`src/rtl/serial_adder_pkg.sv`:
```
// Shared types for the bit-serial adder controller.
package serial_adder_pkg;

  typedef enum logic [1:0] {
    IDLE = 2'd0,
    RUN  = 2'd1,
    DONE = 2'd2
  } state_t;

endpackage

```
`src/rtl/serial_adder_ctrl.sv`:
```
// Sequences one external full-adder cell over WIDTH bits, LSB first, with a
// start/done handshake toward the requester.
module serial_adder_ctrl
  import serial_adder_pkg::*;
#(
  parameter int WIDTH = 8
) (
  input  logic             clk,
  input  logic             rst,
  input  logic             start,
  input  logic [WIDTH-1:0] a_in,
  input  logic [WIDTH-1:0] b_in,
  input  logic             cin,
  output logic             busy,
  output logic             done,
  output logic [WIDTH-1:0] sum,
  output logic             cout,
  output logic             fa_a,
  output logic             fa_b,
  output logic             fa_c,
  input  logic             fa_y0,
  input  logic             fa_y1,
  output logic [1:0]       fsm_state
);

  localparam int CW = $clog2(WIDTH + 1);

  // Handshake: start is only looked at in IDLE; a start seen in RUN or DONE is
  // dropped, not queued. done is a single-cycle pulse, after which sum/cout
  // stay stable until the next accepted start.
  state_t           state;
  logic [WIDTH-1:0] a_sh;
  logic [WIDTH-1:0] b_sh;
  logic [WIDTH-1:0] sum_next;
  logic             carry;
  logic [CW-1:0]    cnt;

  assign fsm_state = state;

  always_comb begin
    fa_a = 1'b0;
    fa_b = 1'b0;
    fa_c = 1'b0;
    if (state == RUN) begin
      fa_a = a_sh[0];
      fa_b = b_sh[0];
      fa_c = carry;
    end
    // Each new sum bit enters at the MSB, so after WIDTH shifts bit i sits at index i.
    sum_next = sum >> 1;
    sum_next[WIDTH-1] = fa_y0;
  end

  always_ff @(posedge clk) begin
    if (rst) begin
      state <= IDLE;
      busy  <= 1'b0;
      done  <= 1'b0;
      sum   <= '0;
      cout  <= 1'b0;
      a_sh  <= '0;
      b_sh  <= '0;
      carry <= 1'b0;
      cnt   <= '0;
    end else begin
      done <= 1'b0;
      case (state)
        IDLE: begin
          if (start) begin
            a_sh  <= a_in;
            b_sh  <= b_in;
            carry <= cin;
            cnt   <= '0;
            sum   <= '0;
            cout  <= 1'b0;
            busy  <= 1'b1;
            state <= RUN;
          end
        end
        RUN: begin
          sum   <= sum_next;
          carry <= fa_y1;
          a_sh  <= a_sh >> 1;
          b_sh  <= b_sh >> 1;
          cnt   <= cnt + CW'(1);
          if (cnt == CW'(WIDTH - 1)) begin
            cout  <= fa_y1;
            busy  <= 1'b0;
            done  <= 1'b1;
            state <= DONE;
          end
        end
        DONE: state <= IDLE;
        default: begin
          busy  <= 1'b0;
          state <= IDLE;
        end
      endcase
    end
  end

endmodule
```
`config.mk`:
```
export PLATFORM = sky130hd
export DESIGN_NAME = serial_adder_ctrl
export DESIGN_NICKNAME = d
export VERILOG_FILES = /design/src/rtl/serial_adder_pkg.sv /design/src/rtl/serial_adder_ctrl.sv
export SDC_FILE = /design/constraint.sdc
export NUM_CORES = 1
export LEC_CHECK = 0
export CORE_MARGIN = 8
export CORE_UTILIZATION = 35
export DETAILED_ROUTE_END_ITERATION = 12
export HOLD_SLACK_MARGIN = 0.03
export SYNTH_ARGS = -nofsm -noshare
export SYNTH_HDL_FRONTEND = slang
export SYNTH_SLANG_ARGS = --single-unit
```
`constraint.sdc`:
```
create_clock -name clk -period 2.8 [get_ports clk]
set_clock_uncertainty 0.1 [all_clocks]
set_input_delay 0.28 -clock clk [delete_from_list [all_inputs] [get_ports clk]]
set_output_delay 0.28 -clock clk [all_outputs]
set_load 0.03 [all_outputs]
```
==> impl_metrics.toml, run 1 <==
[outcome]
outcome = "finished, final reports clean"

[worst_hold_path]
min_to = "cout$_SDFFE_PP0P_"
hold_path_class = "flop to flop"
hp-start = "cout$_SDFFE_PP0P_"
hold_depth = 2

[floorplan]
core_mm2 = 0.00435
pin_count = 38
num_rows = 24
die_width_um = 83.4
die_y_um = 83.4
start_util = 0.365
floorplan.die_area_mm2 = 0.00696

[sta]
rsz0062_at_grt = "false"
layout_setup_ws_ps = 724
setup_viol = 0
worst_pin_slew_ps = 653
slew_viol_final = 0
setup_tns_ps = 0
slew_headroom = 0.564
fmax_mhz = 482
min_period_ps = 2080
final-hold-violation-count = 0
post-route-period-util = 0.741

[yosys]
synth_warnings = 0
synth.avg_cell_area_um2 = 8.28
syn_inst = 192
synth_top_cell_by_area = "dfxtp_1"
ys_seq_area_frac = 0.428
synth_common_cells = "nor2_1, dfxtp_1, a21oi_1"
ys_types = 30
synth_seq_cells = 34
synth.most_common_cell = "nor2_1"
ys_top_cells_by_area = "dfxtp_1, o221a_2, a21oi_1"
synth_top_area_frac = 0.428
ys_async_sr_fraction = 0
syn_nets = 215
yosys_most_used_dff = "dfxtp_1"
synth-edff-count = 0
syn_area_mm2 = 0.00159

[clock_tree]
root_buffer = "clkbuf_8"
cts_sinks = 34
cts.clk_slew.worst_paths_ps = 60
cts_setup_buffers = 0
h-tree-depth = 2
cts_tree = "built"
hold_buffers = 0
max-clock-path-buffers = 2
cts_buffers = 5
clk_latency_ps = 280
cts_resized = 0

[placed_design]
port-buffer-count = 37
hpwl_mm = 2.60
placed_area_mm2 = 0.00199
gp_congestion = 0.707
dp_slack_ps = 787

[global_routing]
grt_use_total = 0.110
grt_overflow = 0
gr-usage-met1 = 0.133
grtUsageMet2 = 0.180
grt_pass1_wl_mm = 6.65
grt_max_degree = 36
antenna_found_initial = 0
busiest_layer = "met2"
grt_pass1_vias = 1387
met3_usage = 0.0391

[layout]
nNetsFinal = 248
syn2layout_area_growth_pct = 29.9
finish.utilization = 0.474
diodes = 0
layout-drive-gt1-share = 0.129
fin_area_mm2 = 0.00207

[pwr]
ir_worst_vdd_mv = 0.307
p_total_uw = 1030
cellLeakagePower_uw = 0.000797
powerDensity_mw_per_mm2 = 498

[route]
dr.pass1.iters = 4
drc_errors = 0
wl_per_cell_um = 14.2
vias = 1412
ant_nets = 0
initialDrtViolationCount = 87
wirelength_mm = 3.94
vias_per_cell = 5.10

[critical_path]
cp-end-kind = "primary output"
start_kind = "flop"
crit_arrival_ps = 1700
path_max_fanout = 35
crit_required_ps = 2420
worstRegToRegCells = 4
reg2reg_from = "fsm_state[0]$_SDFFE_PP0P_"
crit_slowest_cell = "clkdlybuf4s50_1"
cpPeakStageDelay_ps = 750
r2r_end = "sum[7]$_SDFFE_PP0P_"
path_cells = "buf_4 > clkdlybuf4s50_1"
ff2ff_setup_slack_ps = 1100
setup.worst_path.class = "flop to primary output"

[run]
drv_cap = 0
-- critical path: cells and delay by family, from the launching register on --
kind / cells / cell delay [ps]
buffers and inverters: 2 / 1090
DFF: 1 / 330
-- worst max-delay path by stage --
stage	end	cells after the start	slack [ps]	startpoint
after CTS	fsm_state[1]	2	690	fsm_state[1]$_SDFFE_PP0P_
final	fsm_state[1]	2	720	fsm_state[1]$_SDFFE_PP0P_
after detailed placement	busy$_SDFFE_PP0P_	5	790	start
after global placement	busy$_SDFFE_PP0P_	5	800	start
after floorplan	fa_a	4	1080	fsm_state[1]$_SDFFE_PP0P_
after global routing	fsm_state[1]	2	640	fsm_state[1]$_SDFFE_PP0P_
-- through the flow --
| stage | hold slack (ps) | std cells |
|---|---|---|
| 4_1_cts | 388 | 277 |
| 2_1_floorplan | 297 | 192 |
| 5_1_grt | 414 | 277 |
| 3_5_place_dp | 379 | 270 |
| 3_3_place_gp | 371 | 270 |
| 6_report | 385 | 277 |
-- cell usage in the layout, fill, tap and decap left out, types with 2 or more instances in the layout --
master | netlist | layout
nor2_1 | 35 | 35
o22ai_1 | 2 | 2
nand3b_1 | 2 | 2
dfxtp_1 | 34 | 34
clkdlybuf4s50_1 | 0 | 37
nand2b_1 | 2 | 2
inv_1 | 16 | 16
clkbuf_1 | 5 | 2
nor2b_1 | 5 | 5
buf_4 | 2 | 6
clkbuf_8 | 0 | 5
nand3_1 | 2 | 2
o221a_2 | 15 | 15
o22a_1 | 4 | 4
a21oi_1 | 31 | 31
a22oi_1 | 9 | 9
o21bai_1 | 2 | 2
nand2_1 | 4 | 4
-- where the power goes --
group | total, uW | leakage (uW) | switching (uW) | internal (uW)
logic | 166 | 0.000479 | 81.1 | 85.0
registers | 529 | 0.000279 | 19.7 | 510
clock network | 334 | 0.0000383 | 163 | 171
total | 1030 | 0.000797 | 263 | 766
-- logic make-up (layout without fill, tap and decap cells) --
| group | after synthesis | in the layout | share of synthesized area |
|---|---|---|---|
| AO/OA/AOI/OAI | 67 | 67 | 0.303 |
| adder cells (fa/ha/maj) | 1 | 1 | 0.00787 |
| buffers and inverters | 33 | 66 | 0.0889 |
| flip-flops | 34 | 34 | 0.428 |
| multiplexers | 1 | 1 | 0.00629 |
| AND/OR/NAND/NOR | 56 | 56 | 0.166 |
-- routing by layer --
metal,share of wire,vias to the layer above
li1,-,740
met1,0.49,635
met2,0.44,32
met3,0.059,5
met4,0.0089,0
met5,0,-
-- registers in the layout (all words and copies together), names as in the netlist --
name,flops
a_sh,8
b_sh,8
busy,1
carry,1
cnt,4
cout,1
done,1
fsm_state,2
sum,8
-- layout make-up --
| type | instances | area (um^2) |
|---|---|---|
| repair buffers | 43 | 415 |
| fillers | 432 | 2290 |
| multi-input cells | 125 | 768 |
| inverters | 16 | 60.1 |
| flip-flops and latches | 34 | 681 |
| clock buffers | 7 | 76.3 |
| well taps | 52 | 65.1 |
Note: power is estimated with default switching activity, not from simulation.
==> run 2, diff against run 1 <==
==> constraint.sdc (replaced) <==
create_clock -name clk -period 2.1 [get_ports clk]
set_clock_uncertainty 0.1 [all_clocks]
set_input_delay 0.21 -clock clk [delete_from_list [all_inputs] [get_ports clk]]
set_output_delay 0.21 -clock clk [all_outputs]
set_load 0.03 [all_outputs]
==> impl_metrics.toml, run 2 (same netlist as run 1, synthesis figures left out) <==
[route]
drc_errors = 0
vias = 1436
ant_nets = 0
vias_per_cell = 5.11
wl_per_cell_um = 14.1
dr.pass1.iters = 4
wirelength_mm = 3.96
initialDrtViolationCount = 75

[layout]
layout_commonest_cell = "clkdlybuf4s50_1"
diodes = 0
most-common-layout-cells = "clkdlybuf4s50_1, nor2_1, dfxtp_1"
fin_area_mm2 = 0.00213
final_cells = 281
nNetsFinal = 252
reg_top3 = "a_sh (8), b_sh (8), sum (8)"
layout-drive-gt1-share = 0.157
syn2layout_area_growth_pct = 33.9

[pwr]
netSwitchingFraction = 0.240
p_int_uw = 1180
powerDensity_mw_per_mm2 = 728
p_total_uw = 1550
ir_worst_vdd_mv = 0.353
seqPwrFrac = 0.455
p_clk_frac = 0.398
cellLeakagePower_uw = 0.000837
power_switching_uw = 372
p_comb_frac = 0.147

[floorplan]
floorplan.die_area_mm2 = 0.00696
num_rows = 24
die_width_um = 83.4
pin_count = 38
die_y_um = 83.4
start_util = 0.365
core_mm2 = 0.00435

[global_routing]
grt_pass1_wl_mm = 6.59
grt_pass1_vias = 1366
antenna_found_initial = 0
grt_max_degree = 36
grt_overflow = 0
grt_use_total = 0.114

[clock_tree]
h-tree-depth = 2
cts.clk_slew.worst_paths_ps = 70
cts_setup_buffers = 0
hold_buffers = 0
cts_tree = "built"
cts_sinks = 34
max-clock-path-buffers = 2
clk_latency_ps = 280
cts_buffers = 5
root_buffer = "clkbuf_8"
cts_resized = 0

[critical_path]
crit_family = "buffers and inverters"
path_max_fanout = 24
start_kind = "flop"
crit_arrival_ps = 1690
cpPeakStageDelay_ps = 740
crit_required_ps = 1790
crit_slowest_cell = "clkdlybuf4s50_1"
path_cells = "buf_4 > clkdlybuf4s50_1"
setup.worst_path.class = "flop to primary output"
critPathBufInv = 2
cp-end-kind = "primary output"

[placed_design]
placed_area_mm2 = 0.00202
hpwl_mm = 2.59
dp_slack_ps = 357
gp_congestion = 0.684
dpl.cell_count = 274
port-buffer-count = 37

[sta]
min_period_ps = 2000
worst_pin_slew_ps = 553
slew_headroom = 0.630
setup_viol = 0
slew_viol_final = 0
final-hold-violation-count = 0
post-route-period-util = 0.950
layout_setup_ws_ps = 105
fmax_mhz = 501
setup_tns_ps = 0
rsz0062_at_grt = "false"

[run]
drv_cap = 0

[outcome]
outcome = "finished, final reports clean"

[worst_hold_path]
hold_path_class = "flop to flop"
## run 2: cell types whose count changed in the layout (fill, tap and decap cells not counted), sizes merged
| cell | change |
|---|---|
| buf | +5 |
| bufinv | +1 |
| clkbuf | -1 |
| clkdlybuf4s50 | -1 |
## run 2: final cells by class
class,instances,area (um^2)
tap,52,65.1
inverter,16,60.1
clock buffer,6,82.6
fill,408,2220
multi-input combinational,125,768
timing repair buffer,47,443
clock inverter,1,30.0
sequential,34,681
## run 2: stage by stage
stage,hold slack [ps],util
2_1_floorplan,227,-
4_1_cts,387,0.489
6_report,387,0.489
3_3_place_gp,374,0.463
5_1_grt,421,0.489
3_5_place_dp,374,0.463
## run 2: routing by layer
metal,global-route usage,share of wire
met1,0.141,0.49
met2,0.163,0.43
met3,0.0479,0.070
met4,0.0575,0.0073
met5,0,0
## run 2: power by group through the flow
| stage | Clock (uW) | Sequential (uW) | Combinational (uW) |
|---|---|---|---|
| after floorplan | 0 | 723 | 135 |
| after global placement | 0 | 720 | 229 |
| after detailed placement | 0 | 720 | 229 |
| after CTS | 635 | 705 | 231 |
| after global routing | 664 | 710 | 252 |
| final | 616 | 705 | 228 |
## run 2: final timing paths
| path | startpoint | slack, ps | cells past startpoint | end |
|---|---|---|---|---|
| setup / recovery | fsm_state[0]$_SDFFE_PP0P_ | 100 | 2 | fsm_state[0] |
| hold / removal | cout$_SDFFE_PP0P_ | 390 | 2 | cout$_SDFFE_PP0P_ |
| setup reg to reg | fsm_state[1]$_SDFFE_PP0P_ | 630 | 4 | a_sh[2]$_SDFFE_PP0P_ |
| hold reg to reg | cout$_SDFFE_PP0P_ | 390 | 2 | cout$_SDFFE_PP0P_ |
## run 2: worst min-delay path: stages, from the launching register on
cell and delay [ps]:
dfxtp_1 320, nand2b_1 60, o2bb2ai_1 60
==> run 3, diff against run 2 <==
--- a/config.mk
+++ b/config.mk
@@ -6,9 +6,11 @@
 export NUM_CORES = 1
 export LEC_CHECK = 0
 export CORE_MARGIN = 8
-export CORE_UTILIZATION = 35
+export CORE_UTILIZATION = 49
+export CTS_CLUSTER_SIZE = 30
 export DETAILED_ROUTE_END_ITERATION = 12
 export HOLD_SLACK_MARGIN = 0.03
+export PLACE_DENSITY = 0.79
 export SYNTH_ARGS = -nofsm -noshare
 export SYNTH_HDL_FRONTEND = slang
 export SYNTH_SLANG_ARGS = --single-unit
==> impl_metrics.toml, run 3 (same netlist as run 1, synthesis figures left out) <==
[outcome]
outcome = "finished, final reports clean"

[placed_design]
hpwl_mm = 2.69
placed_area_mm2 = 0.00198
dp_slack_ps = 369
port-buffer-count = 37
gp_congestion = 0.823

[clock_tree]
root_buffer = "clkbuf_4"
cts_sinks = 34
hold_buffers = 0
max-clock-path-buffers = 2
cts.clk_slew.worst_paths_ps = 110
cts_buffers = 5
cts_tree = "built"
h-tree-depth = 2
clk_latency_ps = 350

[layout]
layout_commonest_cell = "nor2_1"
reg_top3 = "a_sh (8), b_sh (8), sum (8)"
fin_area_mm2 = 0.00206
fillCellCount = 262
syn2layout_area_growth_pct = 29.3
most-common-layout-cells = "nor2_1, dfxtp_1, clkdlybuf4s50_1"
regArea_um2 = 681
diodes = 0
nNetsFinal = 247
layout-drive-gt1-share = 0.142
multiInputGateArea_um2 = 768

[pwr]
p_comb_frac = 0.171
seqPwrFrac = 0.534
netSwitchingFraction = 0.277
powerDensity_mw_per_mm2 = 642
power_switching_uw = 365
cellLeakagePower_uw = 0.000858
ir_worst_vdd_mv = 0.420
p_int_uw = 954
p_clk_frac = 0.295

[floorplan]
die_y_um = 73.0
die_width_um = 73.0
start_util = 0.517
num_rows = 20
floorplan.die_area_mm2 = 0.00532
pin_count = 38
core_mm2 = 0.00308

[global_routing]
grt_pass1_vias = 1423
grt_pass1_wl_mm = 6.41
grt_use_total = 0.152
grt_overflow = 0
grt_max_degree = 36
antenna_found_initial = 0

[route]
dr.pass1.iters = 4
initialDrtViolationCount = 119
wirelength_mm = 3.92
ant_nets = 0
vias_per_cell = 5.46
wl_per_cell_um = 14.6
vias = 1470
drc_errors = 0

[sta]
slew_headroom = 0.552
worst_pin_slew_ps = 671
fmax_mhz = 575
setup_tns_ps = 0
min_period_ps = 1740
post-route-period-util = 0.829
final-hold-violation-count = 0
slew_viol_final = 0
setup_viol = 0
layout_setup_ws_ps = 360
rsz0062_at_grt = "false"

[critical_path]
setup.worst_path.class = "flop to flop"
start_kind = "flop"
path_max_fanout = 24
crit_slowest_cell = "nor2b_1"
crit_arrival_ps = 1930
cp-end-kind = "flop"
cpPeakStageDelay_ps = 600
crit_required_ps = 2290
path_cells = "buf_4 > nor2b_1 > a22oi_1 > nor2_1"

[run]
drv_cap = 0

[worst_hold_path]
hold_path_class = "flop to flop"
## run 3: path summary, 6_finish.rpt
| check | from | slack (ps) | cells after the start | endpoint |
|---|---|---|---|---|
| max | fsm_state[0]$_SDFFE_PP0P_ | 360 | 4 | sum[7]$_SDFFE_PP0P_ |
| min | cout$_SDFFE_PP0P_ | 390 | 2 | cout$_SDFFE_PP0P_ |
| max reg2reg | fsm_state[0]$_SDFFE_PP0P_ | 360 | 4 | sum[7]$_SDFFE_PP0P_ |
| min reg2reg | cout$_SDFFE_PP0P_ | 390 | 2 | cout$_SDFFE_PP0P_ |
## run 3: layout make-up
cell class,count,share of cell area
multi-input cells,125,0.374
flip-flops and latches,34,0.331
well taps,44,0.0268
clock inverters,2,0.00609
clock buffers,6,0.0250
repair buffers,42,0.208
inverters,16,0.0292
## run 3: routing by layer
layer	GRT usage	wire (um)
met1	0.175	1690
met2	0.238	1880
met3	0.0687	295
met4	0.0600	52
met5	0	0
## run 3: power by group through the flow
stage	clock network (uW)	registers (uW)	logic [uW]
after floorplan	0	723	135
after global placement	0	717	217
after detailed placement	0	720	226
after CTS	396	705	227
after global routing	425	709	247
final	389	705	225
## run 3: worst max-delay path: cells and delay by family (launching register included)
family | cells | cell delay, ps
and+or+nand+nor | 2 | 720
DFF | 1 | 390
buffers and inverters | 1 | 280
AOI/OAI and AO/OA | 1 | 200
## run 3: stage by stage
stage | hold slack [ps] | util | power [uW] | cells
floorplan | 227 | - | 858 | 192
detailed placement | 375 | 0.644 | 946 | 261
finish | 389 | 0.668 | 1320 | 269
global placement | 366 | 0.644 | 934 | 261
global route | 415 | 0.668 | 1380 | 269
CTS | 390 | 0.665 | 1330 | 269
## run 3: repair_timing
| action | CTS | global route |
|---|---|---|
| setup buffers | 0 | 0 |
| setup endpoints to repair | 0 | 4 |
| gates resized for setup | 0 | 4 |
